<file path="src/rtl/tluh_protocol_monitor.sv">
// Passive TileLink-UH slave-port checker: tracks in-flight requests per source and latches sticky protocol errors.
// Optional watchdog (err[8]) is built only when TLUH_MON_TIMEOUT_EN is defined.
module tluh_protocol_monitor #(
  parameter int AW      = 32,
  parameter int DW      = 32,
  parameter int RS      = 4,
  parameter int MAX     = 2,
  parameter int ATOMIC  = 0,
  parameter int MAXSIZE = 2,
  parameter int TIMEOUT = 1024
) (
  input  logic              slave_clock_i,
  input  logic              slave_reset_i,
  input  logic [2:0]        slave_a_opcode,
  input  logic [2:0]        slave_a_param,
  input  logic [3:0]        slave_a_size,
  input  logic [RS-1:0]     slave_a_source,
  input  logic [AW-1:0]     slave_a_address,
  input  logic [DW/8-1:0]   slave_a_mask,
  input  logic [DW-1:0]     slave_a_data,
  input  logic              slave_a_corrupt,
  input  logic              slave_a_valid,
  input  logic              slave_a_ready,
  input  logic [2:0]        slave_d_opcode,
  input  logic [1:0]        slave_d_param,
  input  logic [3:0]        slave_d_size,
  input  logic [RS-1:0]     slave_d_source,
  input  logic              slave_d_denied,
  input  logic [DW-1:0]     slave_d_data,
  input  logic              slave_d_corrupt,
  input  logic              slave_d_valid,
  input  logic              slave_d_ready,
  input  logic              clear_i,
  output logic [RS:0]       outstanding_o,
  output logic [8:0]        error_o,
  output logic [3:0]        first_error_o
);
  localparam int BPB = DW / 8;
  localparam int LB  = $clog2(BPB);
  localparam int NS  = 1 << RS;
  localparam int OW  = RS + 1;
  localparam int AVW = 3 + 3 + 4 + RS + AW + BPB + DW + 1;
  localparam int DVW = 3 + 2 + 4 + RS + 1 + DW + 1;
  localparam logic [3:0]    LB_W      = 4'(LB);
  localparam logic [3:0]    MAXSIZE_W = 4'(MAXSIZE);
  localparam logic [OW-1:0] MAX_W     = OW'(MAX);

  typedef enum logic {IDLE, BURST} burst_e;

  function automatic logic [15:0] beats_m1(input logic [3:0] size);
    return (size > LB_W) ? (16'd1 << (size - LB_W)) - 16'd1 : 16'd0;
  endfunction

  function automatic logic [BPB-1:0] lane_mask(input logic [LB-1:0] off, input logic [3:0] size);
    logic [BPB-1:0] m;
    if (size >= LB_W) m = '1;
    else              m = BPB'((32'd1 << (32'd1 << size)) - 32'd1) << off;
    return m;
  endfunction

  function automatic logic [3:0] lowest_bit(input logic [8:0] v);
    logic [3:0] idx;
    idx = '0;
    for (int i = 8; i >= 0; i--) if (v[i]) idx = 4'(i);
    return idx;
  endfunction

  wire a_fire = slave_a_valid & slave_a_ready;
  wire d_fire = slave_d_valid & slave_d_ready;
  wire [AVW-1:0] a_vec = {slave_a_opcode, slave_a_param, slave_a_size, slave_a_source,
                          slave_a_address, slave_a_mask, slave_a_data, slave_a_corrupt};
  wire [DVW-1:0] d_vec = {slave_d_opcode, slave_d_param, slave_d_size, slave_d_source,
                          slave_d_denied, slave_d_data, slave_d_corrupt};

  logic           a_stall_q, d_stall_q;
  logic [AVW-1:0] a_hold_q;
  logic [DVW-1:0] d_hold_q;

  logic [NS-1:0]  tbl_valid;
  logic [3:0]     tbl_size [NS];
  logic           tbl_data [NS];

  burst_e         a_state, d_state;
  logic [15:0]    a_cnt, d_cnt;
  logic [2:0]     a_op_q, d_op_q;
  logic [3:0]     a_size_q, d_size_q;
  logic [RS-1:0]  a_src_q, d_src_q;
  logic [AW-1:0]  a_addr_q;
  logic           d_known_q;

  logic           timeout_hit;
  logic [OW-1:0]  out_next;
  logic [8:0]     new_err;

  // A-side request decode
  wire        a_first   = a_fire && (a_state == IDLE);
  wire [15:0] a_bm1     = (slave_a_opcode == 3'd0) ? beats_m1(slave_a_size) : 16'd0;
  wire        a_atomic  = (slave_a_opcode == 3'd2) || (slave_a_opcode == 3'd3);
  wire        a_exp_dat = a_atomic || (slave_a_opcode == 3'd4);
  wire [3:0]  al_bits   = (slave_a_size < LB_W) ? slave_a_size : LB_W;
  wire        a_misal   = |(slave_a_address[LB-1:0] & LB'((32'd1 << al_bits) - 32'd1));
  logic       a_op_ok;
  always_comb begin
    // NOTE: every always_comb output gets a default first so no latch can be inferred.
    a_op_ok = 1'b0;
    case (slave_a_opcode)
      3'd0, 3'd1, 3'd4: a_op_ok = (slave_a_param == 3'd0);
      3'd2, 3'd3:       a_op_ok = (ATOMIC != 0);
      default:          a_op_ok = 1'b0;
    endcase
  end
  wire a_size_bad  = (slave_a_size > MAXSIZE_W) || (a_atomic && slave_a_size > LB_W) || a_misal ||
                     (slave_a_mask != lane_mask(slave_a_address[LB-1:0], slave_a_size));
  wire a_burst_bad = a_fire && (a_state == BURST) &&
                     ({slave_a_opcode, slave_a_size, slave_a_source, slave_a_address} !=
                      {a_op_q, a_size_q, a_src_q, a_addr_q});

  // D-side response decode; retire uses the source captured on the first beat
  wire        d_first     = d_fire && (d_state == IDLE);
  wire        d_known     = tbl_valid[slave_d_source];
  wire [15:0] d_bm1       = (slave_d_opcode == 3'd1) ? beats_m1(slave_d_size) : 16'd0;
  wire        d_first_bad = d_first && d_known &&
                            ((slave_d_opcode != {2'b00, tbl_data[slave_d_source]}) ||
                             (slave_d_size != tbl_size[slave_d_source]));
  wire        d_burst_bad = d_fire && (d_state == BURST) &&
                            ({slave_d_opcode, slave_d_size, slave_d_source} != {d_op_q, d_size_q, d_src_q});
  wire        d_last      = d_fire && (((d_state == IDLE) && (d_bm1 == 16'd0)) ||
                                       ((d_state == BURST) && (d_cnt == 16'd1)));
  wire        d_retire    = d_last && ((d_state == IDLE) ? d_known : d_known_q);
  wire [RS-1:0] d_ret_src = (d_state == IDLE) ? slave_d_source : d_src_q;

  always_comb begin
    out_next = outstanding_o;
    if (a_first && !d_retire && outstanding_o != '1)      out_next = outstanding_o + 1'b1;
    else if (d_retire && !a_first && outstanding_o != '0) out_next = outstanding_o - 1'b1;
    new_err    = '0;
    new_err[0] = a_stall_q && (!slave_a_valid || a_vec != a_hold_q);
    new_err[1] = d_stall_q && (!slave_d_valid || d_vec != d_hold_q);
    new_err[2] = a_fire && !a_op_ok;
    new_err[3] = a_fire && a_size_bad;
    new_err[4] = a_first && tbl_valid[slave_a_source] && !(d_retire && d_ret_src == slave_a_source);
    new_err[5] = d_first && !d_known;
    new_err[6] = a_burst_bad || d_first_bad || d_burst_bad;
    new_err[7] = out_next > MAX_W;
    new_err[8] = timeout_hit;
  end

  // NOTE: sequential state is written with non-blocking assignments only.
  always_ff @(posedge slave_clock_i or negedge slave_reset_i) begin
    if (!slave_reset_i) begin
      a_stall_q <= 1'b0;
      d_stall_q <= 1'b0;
      a_hold_q  <= '0;
      d_hold_q  <= '0;
    end else begin
      a_stall_q <= slave_a_valid & ~slave_a_ready;
      d_stall_q <= slave_d_valid & ~slave_d_ready;
      a_hold_q  <= a_vec;
      d_hold_q  <= d_vec;
    end
  end

  // Retire is applied before allocate so a same-cycle reuse of one source is legal
  always_ff @(posedge slave_clock_i or negedge slave_reset_i) begin
    if (!slave_reset_i) begin
      tbl_valid <= '0;
    end else begin
      if (d_retire) tbl_valid[d_ret_src]      <= 1'b0;
      if (a_first)  tbl_valid[slave_a_source] <= 1'b1;
    end
  end

  // NOTE: the table payload has no reset; it is only read while its valid bit is set.
  always_ff @(posedge slave_clock_i) begin
    if (a_first) begin
      tbl_size[slave_a_source] <= slave_a_size;
      tbl_data[slave_a_source] <= a_exp_dat;
    end
  end

  always_ff @(posedge slave_clock_i or negedge slave_reset_i) begin
    if (!slave_reset_i) begin
      a_state  <= IDLE;
      a_cnt    <= '0;
      a_op_q   <= '0;
      a_size_q <= '0;
      a_src_q  <= '0;
      a_addr_q <= '0;
    end else begin
      case (a_state)
        IDLE: if (a_fire && a_bm1 != 16'd0) begin
          a_state  <= BURST;
          a_cnt    <= a_bm1;
          a_op_q   <= slave_a_opcode;
          a_size_q <= slave_a_size;
          a_src_q  <= slave_a_source;
          a_addr_q <= slave_a_address;
        end
        BURST: if (a_fire) begin
          a_cnt <= a_cnt - 16'd1;
          if (a_cnt == 16'd1) a_state <= IDLE;
        end
        default: a_state <= IDLE;
      endcase
    end
  end

  always_ff @(posedge slave_clock_i or negedge slave_reset_i) begin
    if (!slave_reset_i) begin
      d_state   <= IDLE;
      d_cnt     <= '0;
      d_op_q    <= '0;
      d_size_q  <= '0;
      d_src_q   <= '0;
      d_known_q <= 1'b0;
    end else begin
      case (d_state)
        IDLE: if (d_fire && d_bm1 != 16'd0) begin
          d_state   <= BURST;
          d_cnt     <= d_bm1;
          d_op_q    <= slave_d_opcode;
          d_size_q  <= slave_d_size;
          d_src_q   <= slave_d_source;
          d_known_q <= d_known;
        end
        BURST: if (d_fire) begin
          d_cnt <= d_cnt - 16'd1;
          if (d_cnt == 16'd1) d_state <= IDLE;
        end
        default: d_state <= IDLE;
      endcase
    end
  end

`ifdef TLUH_MON_TIMEOUT_EN
  logic [15:0] wd_q;
  always_ff @(posedge slave_clock_i or negedge slave_reset_i) begin
    if (!slave_reset_i)                           wd_q <= '0;
    else if (outstanding_o == '0 || d_fire)       wd_q <= '0;
    else if (wd_q != 16'(TIMEOUT))                wd_q <= wd_q + 16'd1;
  end
  assign timeout_hit = (outstanding_o != '0) && !d_fire && (wd_q == 16'(TIMEOUT - 1));
`else
  // Watchdog not built; TIMEOUT is never negative so err[8] stays 0
  assign timeout_hit = (TIMEOUT < 0);
`endif

  // A clear in the same cycle as a new error keeps the new error
  always_ff @(posedge slave_clock_i or negedge slave_reset_i) begin
    if (!slave_reset_i) begin
      outstanding_o <= '0;
      error_o       <= '0;
      first_error_o <= '0;
    end else begin
      outstanding_o <= out_next;
      if (clear_i) begin
        error_o       <= new_err;
        first_error_o <= (new_err != '0) ? lowest_bit(new_err) : 4'd0;
      end else begin
        error_o <= error_o | new_err;
        if (error_o == '0 && new_err != '0) first_error_o <= lowest_bit(new_err);
      end
    end
  end
endmodule

</file>
<file path="config.mk">
export PLATFORM = sky130hd
export DESIGN_NAME = tluh_protocol_monitor
export DESIGN_NICKNAME = d
export VERILOG_FILES = /design/src/rtl/tluh_protocol_monitor.sv
export SDC_FILE = /design/constraint.sdc
export NUM_CORES = 1
export LEC_CHECK = 0
export CORE_UTILIZATION = 45
export DETAILED_ROUTE_END_ITERATION = 10
export PLACE_DENSITY = 0.65
export SETUP_SLACK_MARGIN = 0.1
export SYNTH_ARGS = -nofsm -noshare
export SYNTH_HDL_FRONTEND = slang
export SYNTH_SLANG_ARGS = --single-unit
</file>
<file path="constraint.sdc">
create_clock -name slave_clock_i -period 6.4 [get_ports slave_clock_i]
set_input_delay 0.96 -clock slave_clock_i [delete_from_list [all_inputs] [get_ports slave_clock_i]]
set_output_delay 0.96 -clock slave_clock_i [all_outputs]
set_load 0.1 [all_outputs]
</file>
== Word-level counts from Yosys, hierarchy flattened ==
Memory sizes are Yosys's and may differ from the RTL's.
Index checks and enable logic that the tools add are counted.

* Reduce and logical (&&, ||, !) cells: 63
* Add/subtract/negate cells: 10
* $lt $le $gt $ge: 10
* Divide/modulo/power cells: 0
* Bitwise operators: 13
* Shift operators: 6
* Equal/unequal tests: 20
* Muxes and demuxes: 49
* $mul: 0

{| class="wikitable"
|+ Operators by type and width
! kind !! count
|-
| $mux 16 || 10
|-
| $ne 83x83->1 || 1
|-
| $pmux 16 s2 || 2
|-
| $sub 16x1->16 const B || 4
|-
| $mux 4 || 13
|-
| $ne 47x47->1 || 1
|-
| $ne 43x43->1 || 1
|-
| $eq 16x1->1 const B || 2
|-
| $reduce_bool 16->1 || 2
|-
| $shl 1x32->4 const A || 1
|-
| $shl 1x4->16 const A || 2
|-
| $shl 1x4->32 const A || 1
|-
| $logic_and 1x1->1 || 30
|-
| $and 16x16->16 || 1
|-
| $logic_not 16->1 || 1
|-
| $not 16->16 || 1
|-
| $or 16x16->16 || 1
|-
| $lt 4x5->1 const B || 3
|-
| $mux 1 || 14
|-
| $logic_or 1x1->1 || 11
|-
| $ne 11x11->1 || 1
|-
| $mux 5 || 2
|-
| $logic_not 9->1 || 1
|-
| $mux 9 || 1
|-
| other kinds (37) || 64
|}

* Bits in latches: 0
* Flip-flop bits (word level): 255
* Memory bits (writable): 80
* Memories: 2
* Bits in read-only memories: 0
* Input port bits: 137

{| class="wikitable"
|+ Memories
! name !! depth !! bits a word !! read ports !! clocked after memory_dff !! write ports !! RTL line !! source
|-
| tbl_size || 16 || 4 || 1 || 0 || 1 || 80 || <nowiki>logic [3:0] tbl_size [NS];</nowiki>
|-
| tbl_data || 16 || 1 || 1 || 0 || 1 || 81 || <nowiki>logic tbl_data [NS];</nowiki>
|}

== Longest topological paths before layout ==
Gate-level depths: netlist (run 1).

* Word-level depth: 25
* Mapped depth: 17
* Gate-level depth less buffers: 14

== Worst setup path after synthesis (run 1) ==
Ideal clock, no wire load.

* Path kind: input to register
* Start point: input slave_a_size[1]
* End point: register a_cnt[12]
* Path slack: 1874 ps
* Setup time: 130 ps
* Data arrival time: 4395 ps
* Data required time: 6270 ps
* Cell stages on the path: 15
* Buffers on the path: 4
* Path through: clkbuf_1 > clkbuf_1 > inv_1 > ha_1 > xnor2_1 > clkbuf_1 > nand4_1 > ha_1 > inv_1 > o311ai_1 > and2_0 > clkbuf_1 > nor2_1 > a22oi_1 > o21ai_0

* Cells in the longest elaborated chain, start to end: 9

{| class="wikitable"
|+ RTL lines
! what !! RTL line !! source
|-
| from (decl) || 16 || <nowiki>input logic [3:0] slave_a_size,</nowiki>
|-
| $sub 4x2->4 || 51 || <nowiki>return (size > LB_W) ? (16'd1 << (size - LB_W)) - 16'd1 : 16'd0;</nowiki>
|-
| $shl 1x4->16 || 51 ||
|-
| $sub 16x1->16 || 51 ||
|-
| $mux 16 (*) || 51 ||
|-
| $mux 16 (*) || 97 || <nowiki>wire [15:0] a_bm1 = (slave_a_opcode == 3'd0) ? beats_m1(slave_a_size) : 16'd0;</nowiki>
|-
| $reduce_bool 16->1 || 191 || <nowiki>IDLE: if (a_fire && a_bm1 != 16'd0) begin</nowiki>
|-
| $logic_and 1x1->1 || 191 ||
|-
| $ne 2x1->1 (no line) || - ||
|-
| $reduce_and 2->1 (no line) || - ||
|-
| to (signal assigned) || 193 || <nowiki>a_cnt <= a_bm1;</nowiki>
|-
| to (signal assigned) || 200 || <nowiki>a_cnt <= a_cnt - 16'd1;</nowiki>
|-
| to (decl) || 84 || <nowiki>logic [15:0] a_cnt, d_cnt;</nowiki>
|}

Mark *: on every way between the ends. The rest lies on a longest branch, timed or not. The select of a mux whose other input is x is not followed.
A chain may end at the register's enable or synchronous reset.

== Final worst setup path (run 1) ==
* Start point: input slave_d_size[1]
* End point: register first_error_o[1]

* Cells in the longest elaborated chain, start to end: 25

{| class="wikitable"
|+ RTL lines
! what !! RTL line !! source
|-
| from (decl) || 26 || <nowiki>input logic [3:0] slave_d_size,</nowiki>
|-
| $sub 4x2->4 || 51 ||
|-
| $shl 1x4->16 || 51 ||
|-
| $sub 16x1->16 || 51 ||
|-
| $mux 16 (*) || 51 ||
|-
| $mux 16 (*) || 121 || <nowiki>wire [15:0] d_bm1 = (slave_d_opcode == 3'd1) ? beats_m1(slave_d_size) : 16'd0;</nowiki>
|-
| $logic_not 16->1 (*) || 127 || <nowiki>wire d_last = d_fire && (((d_state == IDLE) && (d_bm1 == 16'd0)) ||</nowiki>
|-
| $logic_and 1x1->1 (*) || 127 ||
|-
| $logic_or 1x1->1 (*) || 127 ||
|-
| [... 4 more ...] || - ||
|-
| $mux 5 or $logic_and 1x1->1 (tied branches) || 135, 134 ||
|-
| $mux 5 (*) || 134 || <nowiki>if (a_first && !d_retire && outstanding_o != '1) out_next = outstanding_o + 1'b1;</nowiki>
|-
| via out_next[4] || 92 || <nowiki>logic [OW-1:0] out_next;</nowiki>
|-
| $gt 5x2->1 (*) || 144 || <nowiki>new_err[7] = out_next > MAX_W;</nowiki>
|-
| $mux 3 || 64 || <nowiki>for (int i = 8; i >= 0; i--) if (v[i]) idx = 4'(i);</nowiki>
|-
| $mux 4 (7 in series) || 64 ||
|-
| $mux 4, on equally long branches || 261, 258 ||
|-
| $mux 4 || 256 || <nowiki>if (clear_i) begin</nowiki>
|-
| to (signal assigned) || 258 || <nowiki>first_error_o <= (new_err != '0) ? lowest_bit(new_err) : 4'd0;</nowiki>
|-
| to (signal assigned) || 261 || <nowiki>if (error_o == '0 && new_err != '0) first_error_o <= lowest_bit(new_err);</nowiki>
|-
| to (decl) || 36 || <nowiki>output logic [3:0] first_error_o</nowiki>
|}

The timed path passes the listed nets; every way through them passes the cells marked *. The select of a mux whose other input is x is not followed.

==> impl_results.md, run 1 <==
* Status: finished, final reports clean
* DR vias/cell at 5.565
* Sequential share of power at 43.6%
* Starting density of the core at 46.12%
* Logic gate share of total power at 22.4%
* Row Count at 68
* Switch share at 30.67%
* P_leak at 0.007698 uW
* Post-DR wirelength/cell at 19.35 um
* Die H at 191.1 um
* Initial antenna violation count at 0
* CP most frequent cell: ha_1
* Share of layout cells above drive strength 1 at 11.27%
* Starting DRT DRC Count at 861
* Crit-path cells: clkdlybuf4s50_1 -> buf_4 -> inv_1 -> ha_1 -> xnor2_1 -> nand3_1 -> ha_1 -> nand4b_1 -> a21oi_1 -> o211ai_4 -> o2111ai_1 -> o211ai_2 -> nor4_4 -> and3_1 -> o21ai_2 -> mux2_4
* CP max FO at 18
* Post-route clock skew at 0.02608 ns
* Unrepaired setup endpoints after global routing: false
* Core area at 34880 sq um
* TritonRoute pass-1 iters at 7
* Post-DP Area at 18090 sq um
* Period utilisation layout at 75.93%
* Final #Nets at 1684
* Global placer's final weighted congestion at 0.8845
* Mapped cell area at 16090 sq um
* Final setup viols at 0
* Clock slew at reported path FFs at 0.06 ns
* Slew Limit Fails at 0
* Overall Global Routing Usage at 21.80%
* Synth async-reset ratio at 75.98%
* Area growth, synth to finish at 19.72%
* Root buf cell: clkbuf_16
* Die Width at 191.1 um
* Fmax at 0.2058 GHz
* H-tree depth at 2
* Gr ovfl total at 0
* Multi-input logic area at 6878 sq um
* Yosys reg bits at 333
* CP top delay family: simple AND/OR/NAND/NOR gates
* Setup TNS at 0 ns
* Sw power at 1853 uW
* Clk buf depth at 3
* First-pass GRT wire length at 61.88 mm
* Post-route cell area at 19260 sq um
* Register area share after synthesis at 54.29%
* CP Capture Type: flip-flop
* Hold/Removal Path Class: input pin to async pin
* Largest net degree at the start of global routing at 173
* Commonest non-fill, non-tap cell in the layout: dfrtp_1
* Post-CTS setup buffer count at 0
* Hold Slack at 0.4111 ns
* Worst Tran Pin Value at 1.022 ns
* Drt drc at 0
* CTS tree: done
* PD cells at 313.6 nW/um^2
* Number of global-route vias before repair at 11170
* CP bufs+invs at 3
* Synth Warn # at 0
* Commonest non-fill, non-tap cells in the layout: dfrtp_1, clkdlybuf4s50_1, nand2_1, o21ai_0, xnor2_1
* Slew HR at 31.63%
* Int Power at 4188 uW
* Fin crit period at 4.860 ns
* Post-synth EDFFs at 80
* Cts bufs inserted at 36
* Vias at 11220
* Post-DP HPWL at 28.03 mm
* Antenna Cells at 0
* Final Power at 6041 uW
* WS Path Type: input pin to flip-flop
* # IOs at 155
* Max-Cap Viols at 0
* Post-Route WL at 39.01 mm
* Routed Antenna Nets at 0
* Hold buffers post-CTS at 0
* Startpoint Class: input pin
* Maximum vdd ir drop at 0.2762 mV
* Clock network power share at 34.0%
* Seq. cell area at 8733 sq um
* Synth unique cells at 91
* Worst EP arrival at 5.26 ns
* Cell count after synthesis at 1384
* Main synth FF type: dfrtp_1
* Final Core Density at 55.22%
* Worst path required time at 6.80 ns
* TritonCTS Sinks at 333
* Die area at 36510 sq um
* Post-CTS sizing at 0
* Slowest cell on crit path: xnor2_1
* Final hold vios at 0
* Fillers at 2970
* IO Port Bufs at 152
* Worst-Skew Late Latency at 0.54 ns
* Synth Area per Inst at 11.62 sq um
* Crit-path max cell delay at 0.53 ns
## state kept, by name, indices dropped and copies added (netlist names), 4 cells and up
name	count
a_hold_q	83
tbl_size	64
d_hold_q	47
a_addr_q	32
a_cnt	16
d_cnt	16
tbl_data	16
tbl_valid	16
error_o	8
outstanding_o	5
a_size_q	4
a_src_q	4
d_size_q	4
d_src_q	4
## per-stage QoR
stage / std cells / worst slack (ns)
global placement: 1952 / 1.214
finish: 2016 / 1.540
CTS: 2016 / 1.607
floorplan: 1385 / 1.874
detailed placement: 1952 / 1.106
global route: 2016 / 1.217
## synth_stat cells, types with 7 or more instances
library cell | instances | area (sq um)
dfrtp_1 | 253 | 6331
nand2_1 | 95 | 356.6
o21ai_0 | 87 | 435.4
xnor2_1 | 85 | 744.5
xor2_1 | 81 | 709.4
edfxtp_1 | 80 | 2402
nor2_1 | 62 | 232.7
inv_1 | 54 | 202.7
a21oi_1 | 48 | 240.2
mux2_2 | 43 | 484.2
clkbuf_1 | 41 | 153.9
nor3_1 | 35 | 175.2
nor4_1 | 34 | 212.7
nor2b_1 | 33 | 206.5
nand4_1 | 32 | 200.2
nand3_1 | 31 | 155.2
mux4_2 | 23 | 518.0
mux2i_1 | 20 | 200.2
nand2b_1 | 15 | 93.84
o22ai_1 | 15 | 93.84
buf_2 | 12 | 60.06
ha_1 | 12 | 150.1
a21o_1 | 9 | 67.56
or3_1 | 9 | 56.30
a2111o_1 | 8 | 90.09
a31oi_1 | 7 | 43.79
and2_1 | 7 | 43.79
o2bb2ai_1 | 7 | 61.31
## worst register-to-register path, delay by kind of cell, from the launching register on
family / cells / cell delay, ns
AOI/OAI and AO/OA: 4 / 1.71
muxes: 1 / 0.30
and+or+nand+nor: 5 / 1.12
DFF: 1 / 0.37
## logic make-up after synthesis
family	count (synthesis)	share of synthesized area, %
adder cells (fa/ha/maj)	12	0.9332
AND/OR/NAND/NOR	403	13.35
multiplexers	92	8.384
buffers and inverters	117	3.150
flip-flops	333	54.29
other	2	0.04668
XOR/XNOR	167	9.185
AO/OA/AOI/OAI	258	10.66
## area by class of cell
type,count,area share [%]
multi-input combinational,935,35.71
sequential,333,45.34
clock inverter,16,0.7535
timing repair buffer,175,8.861
tap,455,2.956
inverter,54,1.052
clock buffer,48,5.327
## worst paths after layout
| path | start | end | slack (ns) | cells past startpoint |
|---|---|---|---|---|
| worst min-delay path | slave_reset_i | d_hold_q[1]$_DFF_PN0_ | 0.41 | 1 |
| worst max-delay path | slave_d_size[1] | first_error_o[1]$_DFFE_PN0P_ | 1.54 | 16 |
| worst max register to register | a_hold_q[1]$_DFF_PN0_ | first_error_o[1]$_DFFE_PN0P_ | 2.79 | 10 |
| max in group asynchronous | slave_reset_i | a_cnt[2]$_DFFE_PN0P_ | 4.70 | 2 |
| worst min register to register | a_addr_q[18]$_DFFE_PN0P_ | a_addr_q[18]$_DFFE_PN0P_ | 0.50 | 2 |
| min in group slave_clock_i | a_addr_q[18]$_DFFE_PN0P_ | a_addr_q[18]$_DFFE_PN0P_ | 0.50 | 2 |
## per-layer routing
metal  GRT usage [%]  vias to the layer above  part of all wire, %
li1                -                     5327                    -
met1           30.27                     5534                   46
met2           35.79                      296                   47
met3           3.029                       62                  4.8
met4           5.891                        0                  2.1
met5               0                        -                    0
## power groups by stage
stage | registers (uW) | clock network (uW) | logic [uW]
floorplan | 2810 | 0 | 754
global placement | 2660 | 0 | 1340
detailed placement | 2670 | 0 | 1350
CTS | 2630 | 2100 | 1360
global route | 2670 | 2180 | 1480
finish | 2630 | 2050 | 1350
(Power assumes the default switching activity.)
==> run 2: changes to the inputs <==
- clock period: 6.4 -> 4.9 ns (I/O delays scaled with it)
==> run 2 against run 1 <==
Count of clock-buffer cells in the layout increased by 7; die area is the same; clock skew shrank 0.00090 ns; register-to-register slack worse by 1.3 ns; final area rose by 0.97%; sequential share of layout area fell by 0.43 points; hold slack got worse by 0.11 ns; non-clock buffer count increased by 22; largest power group unchanged.
==> impl_results.md, run 2 (same netlist as run 1, synthesis figures left out) <==
* Sw power at 2447 uW (+32%)
* Commonest non-fill, non-tap cell in the layout: dfrtp_1
* Fin crit period at 3.974 ns
* Switch share at 30.81% (+0.13 points)
* # IOs at 155 (unchanged)
* Hold/Removal Path Class: input pin to async pin
* PD cells at 408.5 nW/um^2 (+30%)
* Placed Cells at 1974 (+1.1%)
* Max-Cap Viols at 0 (unchanged)
* Initial antenna violation count at 0 (unchanged)
* CP Capture Type: flip-flop
* Antenna Cells at 0 (unchanged)
* Worst Tran Pin Value at 1.021 ns (-0.001371 ns)
* Int Power at 5497 uW (+31%)
* DR WL met2 at 19.10 mm (+3.7%)
* Crit-path cells: clkdlybuf4s50_1 -> buf_4 -> inv_1 -> ha_1 -> xnor2_1 -> buf_4 -> nand4_1 -> ha_1 -> o311ai_4 -> nand2_1 -> nand3_1 -> nor2_1 -> a21oi_1 -> o221ai_1
* H-tree depth at 2 (unchanged)
* Row Count at 68 (unchanged)
* Die Width at 191.1 um (unchanged)
* Starting DRT DRC Count at 882 (+2.4%)
* Crit-path max cell delay at 0.59 ns (+0.06 ns)
* Worst-Skew Late Latency at 0.54 ns (about the same)
* Startpoint Class: input pin
* Logic gate share of total power at 22.5% (about the same)
* Max reg flops at 83 (unchanged)
* Slew Limit Fails at 0 (unchanged)
* Post-DR wirelength/cell at 19.97 um (+3.2%)
* Final setup viols at 0 (unchanged)
* Share of layout cells above drive strength 1 at 12.48% (+1.2 points)
* Drt drc at 0 (unchanged)
* Period utilisation layout at 81.11%
* DR vias/cell at 5.613 (+0.87%)
* Top sig layer: met4
* Clk buf depth at 3 (unchanged)
* Root buf cell: clkbuf_16
* Slowest cell on crit path: clkdlybuf4s50_1
* Starting density of the core at 46.12% (unchanged)
* Largest Register: a_hold_q
* Status: finished, final reports clean
* Fmax at 0.2516 GHz
* Post-CTS sizing at 0 (unchanged)
* Fillers at 2958 (-0.40%)
* Setup TNS at 0 ns (unchanged)
* Clock slew at reported path FFs at 0.06 ns (about the same)
* Area growth, synth to finish at 20.88%
* Hold buffers post-CTS at 0 (unchanged)
* Largest net degree at the start of global routing at 129 (-25%)
* Final worst slack at 0.9258 ns (-0.6146 ns)
* IO Port Bufs at 152 (unchanged)
* Final #Nets at 1708 (+1.4%)
* Reg-to-Reg Start: d_cnt[7]$_DFFE_PN0P_
* CP top delay family: buffers and inverters
* Post-DP HPWL at 29.42 mm (+5.0%)
* Overall Global Routing Usage at 22.71% (+0.91 points)
* Die H at 191.1 um (unchanged)
* TritonRoute pass-1 iters at 6 (-1)
* Slew HR at 31.72% (+0.092 points)
* Final hold vios at 0 (unchanged)
* Worst EP arrival at 4.35 ns (-0.91 ns)
* CTS tree: done
* P_leak at 0.007810 uW (+1.5%)
* Vias at 11460 (+2.1%)
* Post-Route WL at 40.76 mm (+4.5%)
* First-pass GRT wire length at 64.40 mm (+4.1%)
* TritonCTS Sinks at 333 (unchanged)
* Cts bufs inserted at 38 (+5.6%)
* Die area at 36510 sq um (unchanged)
* Post-CTS setup buffer count at 0 (unchanged)
* Core area at 34880 sq um (unchanged)
* WS Path Type: input pin to flip-flop
* Routed Antenna Nets at 0 (unchanged)
* Number of global-route vias before repair at 11430 (+2.3%)
* CP max FO at 18 (unchanged)
* Clock network power share at 34.1% (about the same)
* Reg2Reg Depth at 10 (unchanged)
* Sequential share of power at 43.5% (about the same)
* Unrepaired setup endpoints after global routing: false
* Worst path required time at 5.27 ns (-1.53 ns)
* Dpl ws at 0.3417 ns (-0.7648 ns)
* Global placer's final weighted congestion at 0.8665 (-2.0%)
* Wire length on met1 at 18.44 mm (+3.1%)
* Maximum vdd ir drop at 0.2498 mV (-9.6%)
* Multi-input logic area at 6878 sq um (unchanged)
* Gr ovfl total at 0 (unchanged)
* Internal reg-to-reg setup slack at 1.53 ns (-1.26 ns)
* Commonest non-fill, non-tap cells in the layout: dfrtp_1, clkdlybuf4s50_1, nand2_1, o21ai_0, xnor2_1
* Seq. cell area at 8733 sq um (unchanged)
* Post-route clock skew at 0.02518 ns (-0.0009003 ns)
* Finished Layout Cells at 2041 (+1.2%)
* Biggest regs: a_hold_q x83, tbl_size x64, d_hold_q x47
* R2r endpoint: first_error_o[1]$_DFFE_PN0P_
* CP bufs+invs at 4 (+1)
* Met3 WL at 2.215 mm (+18%)
-- run 2: how the worst max path moves through the flow --
stage / slack [ns] / to / from / cells after the start
after floorplan: 0.60 / a_cnt[12]$_DFFE_PN0P_ / slave_a_size[1] / 15
after global placement: 0.44 / first_error_o[1]$_DFFE_PN0P_ / slave_d_source[0] / 12
after detailed placement: 0.34 / first_error_o[1]$_DFFE_PN0P_ / slave_d_source[0] / 12
after CTS: 0.87 / first_error_o[1]$_DFFE_PN0P_ / slave_d_source[0] / 12
after global routing: 0.69 / a_cnt[6]$_DFFE_PN0P_ / slave_a_size[1] / 14
final: 0.93 / a_cnt[6]$_DFFE_PN0P_ / slave_a_size[1] / 14
-- run 2: worst register-to-register path, delay by kind of cell, from the launching register on --
kind | cells | cell delay [ns]
AOI/OAI and AO/OA | 2 | 0.33
muxes | 1 | 0.30
and+or+nand+nor | 7 | 2.17
DFF | 1 | 0.45
-- run 2: per-stage QoR --
step / total power (uW) / hold slack (ns) / cell area [sq um] / util (%)
finish: 7945 / 0.3048 / 19450 / 55.75
global route: 8322 / 0.3993 / 19450 / 55.75
CTS: 8009 / 0.3479 / 19450 / 55.75
detailed placement: 5281 / 0.4805 / 18260 / 52.33
global placement: 5235 / 0.4763 / 18260 / 52.33
floorplan: 4657 / 0.4394 / 16090 / -
-- run 2: area by class of cell --
cell class / instances / share of cell area (%)
clock buffers: 55 / 5.578
clock inverters: 12 / 0.5533
inverters: 54 / 1.042
multi-input cells: 935 / 35.37
flip-flops and latches: 333 / 44.91
well taps: 455 / 2.927
repair buffers: 197 / 9.625
-- run 2: routing by layer --
layer | track usage (%) | up-vias
met1 | 31.38 | 5663
met5 | 0 | -
li1 | - | 5392
met3 | 3.396 | 70
met4 | 6.838 | 0
met2 | 36.93 | 332
-- run 2: power groups by stage --
stage               Clock, uW  Sequential, uW  Combinational, uW
global route             2880            3500               1940
floorplan                   0            3670                985
finish                   2710            3450               1780
CTS                      2770            3450               1790
detailed placement          0            3500               1780
global placement            0            3480               1750
==> run 3: changes to the inputs <==
- PLACE_DENSITY: 0.65 -> 0.68
- clock period: 4.9 -> 3.5 ns (I/O delays scaled with it)
==> run 3 against run 2 <==
Setup slack got worse by 0.69 ns; wire length rose by 4.1%; first-iteration DRC count rose by 8.3%; power rose by 46%; clock skew rose by 0.0019 ns; count of clock-buffer cells in the layout fell by 5; cell count rose by 5.3%; core utilization rose by 3.3 points; register-to-register slack got worse by 1.2 ns; combinational power rose by 52%; final area rose by 6.0%; flip-flop and latch count did not move; critical endpoint is now first_error_o[1]$_DFFE_PN0P_; largest power group unchanged; highest routed layer unchanged.
==> impl_results.md, run 3 (same netlist as run 1, synthesis figures left out) <==
* Status: finished, final reports clean
* Hold/Removal Path Class: input pin to async pin
* Biggest regs: a_hold_q x83, tbl_size x64, d_hold_q x47
* Commonest non-fill, non-tap cells in the layout: dfrtp_1, clkdlybuf4s50_1, buf_4, nand2_1, o21ai_0
* Post-DR wirelength/cell at 19.73 um (-1.2%)
* Switch share at 30.55% (-0.26 points)
* Hold buffers post-CTS at 0 (unchanged)
* Setup TNS at 0 ns (unchanged)
* Starting density of the core at 46.12% (unchanged)
* Overall Global Routing Usage at 23.40% (+0.69 points)
* Initial antenna violation count at 0 (unchanged)
* Startpoint Class: input pin
* Die Width at 191.1 um (unchanged)
* Max-Cap Viols at 0 (unchanged)
* # IOs at 155 (unchanged)
* Gr ovfl total at 0 (unchanged)
* Worst path required time at 3.90 ns (-1.37 ns)
* Die H at 191.1 um (unchanged)
* Final hold vios at 0 (unchanged)
* Commonest non-fill, non-tap cell in the layout: dfrtp_1
* M1 GR Usage at 31.94% (+0.55 points)
* Routed Antenna Nets at 0 (unchanged)
* Worst Tran Pin Value at 1.033 ns (+0.01173 ns)
* Final setup viols at 0 (unchanged)
* CTS tree: done
* Clock network power share at 35.0% (+0.9 points)
* Unrepaired setup endpoints after global routing: false
* Fin crit period at 3.265 ns
* Die area at 36510 sq um (unchanged)
* WS Path Type: input pin to flip-flop
* Vias at 11980 (+4.6%)
* Max reg flops at 83 (unchanged)
* TritonCTS Sinks at 333 (unchanged)
* Period utilisation layout at 93.30%
* Logic gate share of total power at 23.4% (+0.9 points)
* Hold Slack at 0.02825 ns (-0.2765 ns)
* Root buf cell: clkbuf_16
* H-tree depth at 2 (unchanged)
* CP max FO at 9 (-9)
* Routing usage on met2 at 38.71% (+1.8 points)
* Fmax at 0.3062 GHz
* Sequential share of power at 41.6% (-1.9 points)
* P_leak at 0.008445 uW (+8.1%)
* Met3 GRT Util at 3.433% (+0.037 points)
* IO Port Bufs at 152 (unchanged)
* Slew HR at 30.93% (-0.78 points)
* Cts bufs inserted at 38 (unchanged)
* Row Count at 68 (unchanged)
* Maximum vdd ir drop at 0.4417 mV (+77%)
* Most crowded layer after global routing: met2
* Final #Nets at 1815 (+6.3%)
* Int Power at 8044 uW (+46%)
* Worst EP arrival at 3.67 ns (-0.68 ns)
* Slew Limit Fails at 0 (unchanged)
* Post-DP HPWL at 30.86 mm (+4.9%)
* Number of global-route vias before repair at 12330 (+7.9%)
* Clk buf depth at 3 (unchanged)
* PD cells at 562.0 nW/um^2 (+38%)
* First-pass GRT wire length at 66.66 mm (+3.5%)
* Share of layout cells above drive strength 1 at 19.23% (+6.7 points)
* Post-Route WL at 42.42 mm (+4.1%)
* Area growth, synth to finish at 28.08%
* Largest net degree at the start of global routing at 96 (-26%)
* Largest Register: a_hold_q
* Dpl ws at -0.6246 ns (-0.9663 ns)
* Drt drc at 0 (unchanged)
* Final worst slack at 0.2346 ns (-0.6912 ns)
* Worst-Skew Late Latency at 0.53 ns (about the same)
* Clock slew at reported path FFs at 0.06 ns (about the same)
* TritonRoute pass-1 iters at 5 (-1)
* Starting DRT DRC Count at 955 (+8.3%)
* CP Capture Type: flip-flop
* Sw power at 3538 uW (+45%)
* Antenna Cells at 0 (unchanged)
* Global placer's final weighted congestion at 0.8641 (-0.28%)
* DR vias/cell at 5.573 (-0.71%)
* Post-route clock skew at 0.02711 ns (+0.001926 ns)
* Core area at 34880 sq um (unchanged)
==> run 3: cell types whose count changed in the layout (fill, tap and decap cells not counted), moves of 4 or more <==
cell	previous run	this run
buf_12	1	9
buf_4	44	141
clkdlybuf4s50_1	150	144
clkinv_1	0	4
clkinv_2	7	2
clkinvlp_4	0	4
==> run 3: metrics by stage <==
stage / std cells / area (sq um) / utilization, % / total power (uW)
CTS: 2146 / 20500 / 58.76 / 11630
finish: 2150 / 20610 / 59.07 / 11580
global route: 2150 / 20610 / 59.07 / 12100
global placement: 2077 / 19190 / 55.01 / 7483
floorplan: 1385 / 16200 / - / 6539
detailed placement: 2077 / 19190 / 55.01 / 7552
==> run 3: what timing repair did <==
action / in CTS / in global routing
gates cloned: 0 / 1
endpoints found under the setup margin: 1 / 1
pin swaps: 2 / 13
setup buffers: 0 / 3
endpoints found under the hold margin: 0 / 0
gates resized for setup: 6 / 14
==> run 3: critical path, stage by stage <==
cell	delay (ns)
clkdlybuf4s50_1	0.51
buf_12	0.16
mux4_2	0.50
a22oi_1	0.32
nand3_2	0.22
o211ai_4	0.18
a22o_2	0.21
nand2_2	0.07
nor4_4	0.33
and3_4	0.25
o21ai_2	0.07
mux2_4	0.29
==> run 3: cell type report <==
cell class / instances / area, sq um
tap: 455 / 569.3
timing repair buffer: 303 / 2775
inverter: 54 / 202.7
clock inverter: 19 / 236.5
sequential: 333 / 8736
fill: 2830 / 14280
multi-input combinational: 936 / 7029
clock buffer: 50 / 1057
==> run 3: final timing paths <==
check / start / to / slack, ns / depth (start not counted)
max: slave_d_source[0] / first_error_o[1]$_DFFE_PN0P_ / 0.23 / 12
min: slave_reset_i / d_hold_q[23]$_DFF_PN0_ / 0.03 / 1
max reg2reg: a_hold_q[1]$_DFF_PN0_ / first_error_o[1]$_DFFE_PN0P_ / 0.33 / 11
min reg2reg: d_op_q[0]$_DFFE_PN0P_ / d_op_q[0]$_DFFE_PN0P_ / 0.49 / 1
max in group asynchronous: slave_reset_i / d_cnt[0]$_DFFE_PN0P_ / 2.54 / 2
min in group slave_clock_i: slave_d_size[2] / d_hold_q[40]$_DFF_PN0_ / 0.32 / 2
==> run 3: metal layers <==
metal,vias up,wire (um)
li1,5637,-
met1,5907,19180
met2,376,20020
met3,63,2256
met4,0,971
met5,-,0
==> run 3: power by group through the flow <==
stage	registers [uW]	clock network, uW	logic, uW
6_report	4820	4050	2710
5_1_grt	4880	4280	2940
4_1_cts	4820	4130	2690
3_5_place_dp	4880	0	2670
3_3_place_gp	4860	0	2620
2_1_floorplan	5140	0	1400
